**config.mk**
```make
export PLATFORM = sky130hd
export DESIGN_NAME = regfile_dump
export DESIGN_NICKNAME = d
export VERILOG_FILES = /design/src/rtl/regfile_dump_pkg.sv /design/src/rtl/regfile_dump.sv
export SDC_FILE = /design/constraint.sdc
export NUM_CORES = 1
export LEC_CHECK = 0
export BUFFER_PORTS_ARGS = -buffer_cell sky130_fd_sc_hd__buf_2
export CAP_MARGIN = 10
export CORE_ASPECT_RATIO = 0.9
export CORE_MARGIN = 3
export CORE_UTILIZATION = 50
export DETAILED_ROUTE_END_ITERATION = 8
export PLACE_DENSITY = 0.89
export SETUP_SLACK_MARGIN = 0.4
export SLEW_MARGIN = 15
export SYNTH_ARGS = -nofsm -noshare
export SYNTH_HDL_FRONTEND = slang
export SYNTH_SLANG_ARGS = --single-unit
```
**constraint.sdc**
```tcl
create_clock -name clk -period 2.2 [get_ports clk]
set_input_delay 0.22 -clock clk [delete_from_list [all_inputs] [get_ports clk]]
set_output_delay 0.22 -clock clk [all_outputs]
set_load 0.03 [all_outputs]
```
**src/rtl/regfile_dump_pkg.sv**
```systemverilog
// rtl/regfile_dump_pkg.sv - shared register-file constants and dump FSM state encoding
//
// Purpose : constants and types shared by the register-file dump logic.
// Contents: NUM_REGS, ADDR_W, state_t (IDLE=0, CAPTURE=1, SEND=2, FINISH=3).
package regfile_dump_pkg;

  localparam int NUM_REGS = 32;
  localparam int ADDR_W   = 5;

  typedef enum logic [1:0] {
    ST_IDLE    = 2'd0,
    ST_CAPTURE = 2'd1,
    ST_SEND    = 2'd2,
    ST_FINISH  = 2'd3
  } state_t;

endpackage

```
**src/rtl/regfile_dump.sv**
```systemverilog
// rtl/regfile_dump.sv - streams an inclusive, wrapping range of register-file words
//
// Purpose: on start, walks the register-file read port from first_addr to
//          last_addr (modulo 32) and presents each word on a valid/ready stream.
// Ports  : clk, rst        - clock, asynchronous active-high reset
//          start, abort    - dump request / cancel
//          first_addr,
//          last_addr       - inclusive range, latched when start is accepted
//          rf_rd_addr,
//          rf_rd_data      - combinational register-file read port
//          out_valid,
//          out_ready,
//          out_data,
//          out_index,
//          out_last        - word stream
//          busy, done      - status; done pulses one cycle after the last word
module regfile_dump
  import regfile_dump_pkg::*;
#(
  parameter int N = 32
) (
  input  logic              clk,
  input  logic              rst,
  input  logic              start,
  input  logic              abort,
  input  logic [ADDR_W-1:0] first_addr,
  input  logic [ADDR_W-1:0] last_addr,
  output logic [ADDR_W-1:0] rf_rd_addr,
  input  logic [N-1:0]      rf_rd_data,
  output logic              out_valid,
  input  logic              out_ready,
  output logic [N-1:0]      out_data,
  output logic [ADDR_W-1:0] out_index,
  output logic              out_last,
  output logic              busy,
  output logic              done
);

  state_t            r_state;
  logic [ADDR_W-1:0] r_cnt;
  logic [ADDR_W-1:0] r_last_addr;
  logic [N-1:0]      r_out_data;
  logic [ADDR_W-1:0] r_out_index;
  logic              r_out_last;

  always_ff @(posedge clk or posedge rst) begin
    if (rst) begin
      r_state     <= ST_IDLE;
      r_cnt       <= '0;
      r_last_addr <= '0;
      r_out_data  <= '0;
      r_out_index <= '0;
      r_out_last  <= 1'b0;
    end else begin
      case (r_state)
        ST_IDLE: begin
          // start wins over a coincident abort here; abort has nothing to cancel.
          if (start) begin
            r_cnt       <= first_addr;
            r_last_addr <= last_addr;
            r_state     <= ST_CAPTURE;
          end
        end
        ST_CAPTURE: begin
          if (abort) begin
            r_state <= ST_IDLE;
          end else begin
            r_out_data  <= rf_rd_data;
            r_out_index <= r_cnt;
            r_out_last  <= (r_cnt == r_last_addr);
            r_state     <= ST_SEND;
          end
        end
        ST_SEND: begin
          // abort is checked first so a coincident handshake is not a transfer.
          if (abort) begin
            r_state <= ST_IDLE;
          end else if (out_ready) begin
            if (r_out_last) begin
              r_state <= ST_FINISH;
            end else begin
              r_cnt   <= r_cnt + 1'b1;  // 5-bit wrap 31->0 is intended
              r_state <= ST_CAPTURE;
            end
          end
        end
        ST_FINISH: begin
          r_state <= ST_IDLE;
        end
        default: begin
          r_state <= ST_IDLE;
        end
      endcase
    end
  end

  // Status outputs are pure decodes of the state register, so they clear
  // together with it on an asynchronous reset.
  assign out_valid  = (r_state == ST_SEND);
  assign busy       = (r_state != ST_IDLE);
  assign done       = (r_state == ST_FINISH);
  assign rf_rd_addr = r_cnt;
  assign out_data   = r_out_data;
  assign out_index  = r_out_index;
  assign out_last   = r_out_last;

endmodule

```
==> run_results.csv <==
group,metric,value,unit
run_status,status,"completed",
clocking,cts_sinks,50,
critical_path,end_kind,"output port",
route,num_vias,1537,
synth,synth_fp_nets,193,
cells_and_area,layout_common_cells,"buf_2 (92), dfrtp_1 (50), mux2_2 (35)",
route,detail-route-antenna-nets,0,
critical_path,rrSetupSlack,480,ps
floorplan,die_x,75.1,microns
critical_path,crit_start,"r_state[1]",
sta,worst_pin_slew,596,ps
synth,post-synth-top-area-cell,"dfrtp_1",
placed_design,portBuffers,92,
clocking,cts_tree,"yes",
synth,syn-mean-instance-area,14.8,sq um
clocking,numCtsBuffers,5,
route,via_per_inst,5.34,
power,p_leak,1.33,nW
worst_hold_path,holdCritStartpoint,"rf_rd_data[1]",
cells_and_area,drive_above_1_share,59.9,%
synth,syn_inst,145,
critical_path,r2r_start,"r_state[1]",
route,remaining_drc_errors,0,
placed_design,placed_area,2650,sq um
critical_path,start_kind,"register",
worst_hold_path,holdCritPathClass,"input pin to register",
global_route,grt.total_usage,18.1,%
power,pwr-share-seq,38.7,%
sta,fin_crit_sh,78.6,%
critical_path,cp.required,1980,ps
floorplan,start_util,54.9,%
clocking,clk_root_buffer_cell,"clkbuf_8",
global_route,grt-ovfl-total,0,
synth,synth-seq-cells,50,
cells_and_area,n_antenna_cell,0,
clocking,cts.clk_slew.worst_paths,90,ps
placed_design,hpwl,3.39,mm
power,power_density,1380,nW/um^2
placed_design,routabilityCongestion,0.851,
clocking,h-tree-depth,2,
global_route,antenna_found_initial,0,
power,p_comb_share,41.2,%
power,clock_power_share,20.1,%
cells_and_area,final_common_cell,"buf_2",
clocking,cts_resized,0,
critical_path,ff2ff_path_depth,3,
synth,yosys_warnings,0,
synth,synth_area,2150,sq um
floorplan,dieArea,5120,sq um
global_route,grt_pass1_wl,6.85,mm
synth,yosysSeqAreaShare,58.2,%
clocking,ctsHoldBuffers,1,
critical_path,crit_end,"out_valid",
power,power.switching,1.53,mW
sta,setup_viol,0,
floorplan,row_count,21,
critical_path,r2r-end,"rf_rd_addr[1]",
sta,fmax,579,MHz
clocking,insertion_delay,300,ps
route,first_pass_iters,4,
critical_path,critPathArrivalTime,1510,ps
power,vdd_drop_max,0.737,mV
global_route,grt_start_max_net_pins,40,
sta,slew_headroom,60.3,%
synth,yosysUniqueCellTypes,31,
job,maxCapViolations,0,
floorplan,die_h,68.2,microns
critical_path,path_class,"register to output port",
synth,synth_area_leaders,"dfrtp_1 (58%), mux2_2 (18%), mux2_1 (4.7%)",
sta,drv_slew,0,
synth,yosysTopAreaCellShare,58.2,%
power,p_int,2.35,mW
critical_path,crit_path_max_fanout,17,
worst_hold_path,holdPathStages,2,
floorplan,ios,93,
power,p_sw_share,39.4,%
sta,fin_skew,5.72,ps
sta,min_period,1730,ps
sta,fin_setup_tns,0,ps
clocking,postCtsSetupRepairBufs,0,
cells_and_area,area_growth,30.4,%
route,wl,4.49,mm
sta,hold_violations,0,
cells_and_area,nNetsFinal,289,
global_route,grt_pass1_vias,1484,
route,drtIter0Drc,113,
route,wl_per_cell,15.6,microns
sta,rsz0062_at_grt,"no",
cells_and_area,fin_area,2800,sq um
floorplan,coreArea,3920,sq um
clocking,clock_path_buffers,2,
## cells in the mapped netlist
cell type  count
a2111oi_1      1
a211o_1        2
a21o_1         1
a21oi_1        3
a221oi_1       2
a2bb2oi_1      2
a32o_1         1
and2_1         1
and2b_4        1
buf_4          3
buf_6          2
clkbuf_1       2
dfrtp_1       50
ha_1           1
inv_1          4
mux2_1         9
mux2_2        35
mux2i_1        1
nand2_1        2
nand2b_1       2
nand2b_2       1
nand3_1        4
nand3b_1       1
nand4bb_4      1
nor3b_2        1
nor3b_4        1
nor4b_1        2
o21ai_0        1
o22ai_1        2
or2_2          1
xnor2_1        5
## flip-flops by register name, indices dropped and copies added, names as in the netlist
name / count
rf_rd_addr: 5
out_index: 5
r_last_addr: 5
out_last: 1
r_state: 2
out_data: 32
## power groups by stage
| stage | sequential [mW] | clock, mW | combinational, mW |
|---|---|---|---|
| final | 1.50 | 0.778 | 1.60 |
| after CTS | 1.50 | 0.795 | 1.62 |
| after floorplan | 2.11 | 0 | 0.516 |
| after global placement | 1.50 | 0 | 1.58 |
| after detailed placement | 1.52 | 0 | 1.61 |
| after global routing | 1.55 | 0.828 | 1.69 |
## how the worst min path moves through the flow
stage | endpoint | slack [ps]
floorplan | r_state[1] | 280
global placement | out_data[12] | 190
detailed placement | out_data[15] | 190
CTS | out_data[1] | 120
global route | out_data[3] | 130
finish | out_data[1] | 130
## per-stage QoR
step,util [%],worst slack [ps],power [mW],instances,hold WS [ps]
floorplan,-,673,2.63,145,283
global placement,67.7,582,3.08,279,192
detailed placement,67.7,494,3.13,279,191
CTS,71.6,468,3.92,288,121
global route,71.6,404,4.06,288,133
finish,71.6,471,3.87,288,129
## layout make-up
class,count,area [sq um]
clock buffer,6,82.6
clock inverter,2,60.1
fill,274,1110
inverter,4,15.0
multi-input combinational,84,830
sequential,50,1250
tap,46,57.6
timing repair buffer,96,505
## kinds of logic after synthesis
group                      Yosys count  share of synthesized area [%]
muxes                               45                           23.5
xor gates and xnor gates             5                           2.04
DFF                                 50                           58.2
and+or+nand+nor                     18                           7.22
AOI/OAI and AO/OA                   15                           5.24
buffers and inverters               11                           3.14
adders and majority gates            1                          0.582
## layer usage
layer	GRT usage [%]	up-vias	share of wire, %
li1	-	709	-
met3	4.41	9	5.5
met4	8.22	0	2.0
met1	21.9	765	40
met2	30.7	54	52
met5	0	-	0
## critical path, cell delays in order (launching register included)
cell and delay (ps):
dfrtp_1 730, and2b_4 280, buf_2 200
No activity file was read; power rests on OpenSTA's default activity.
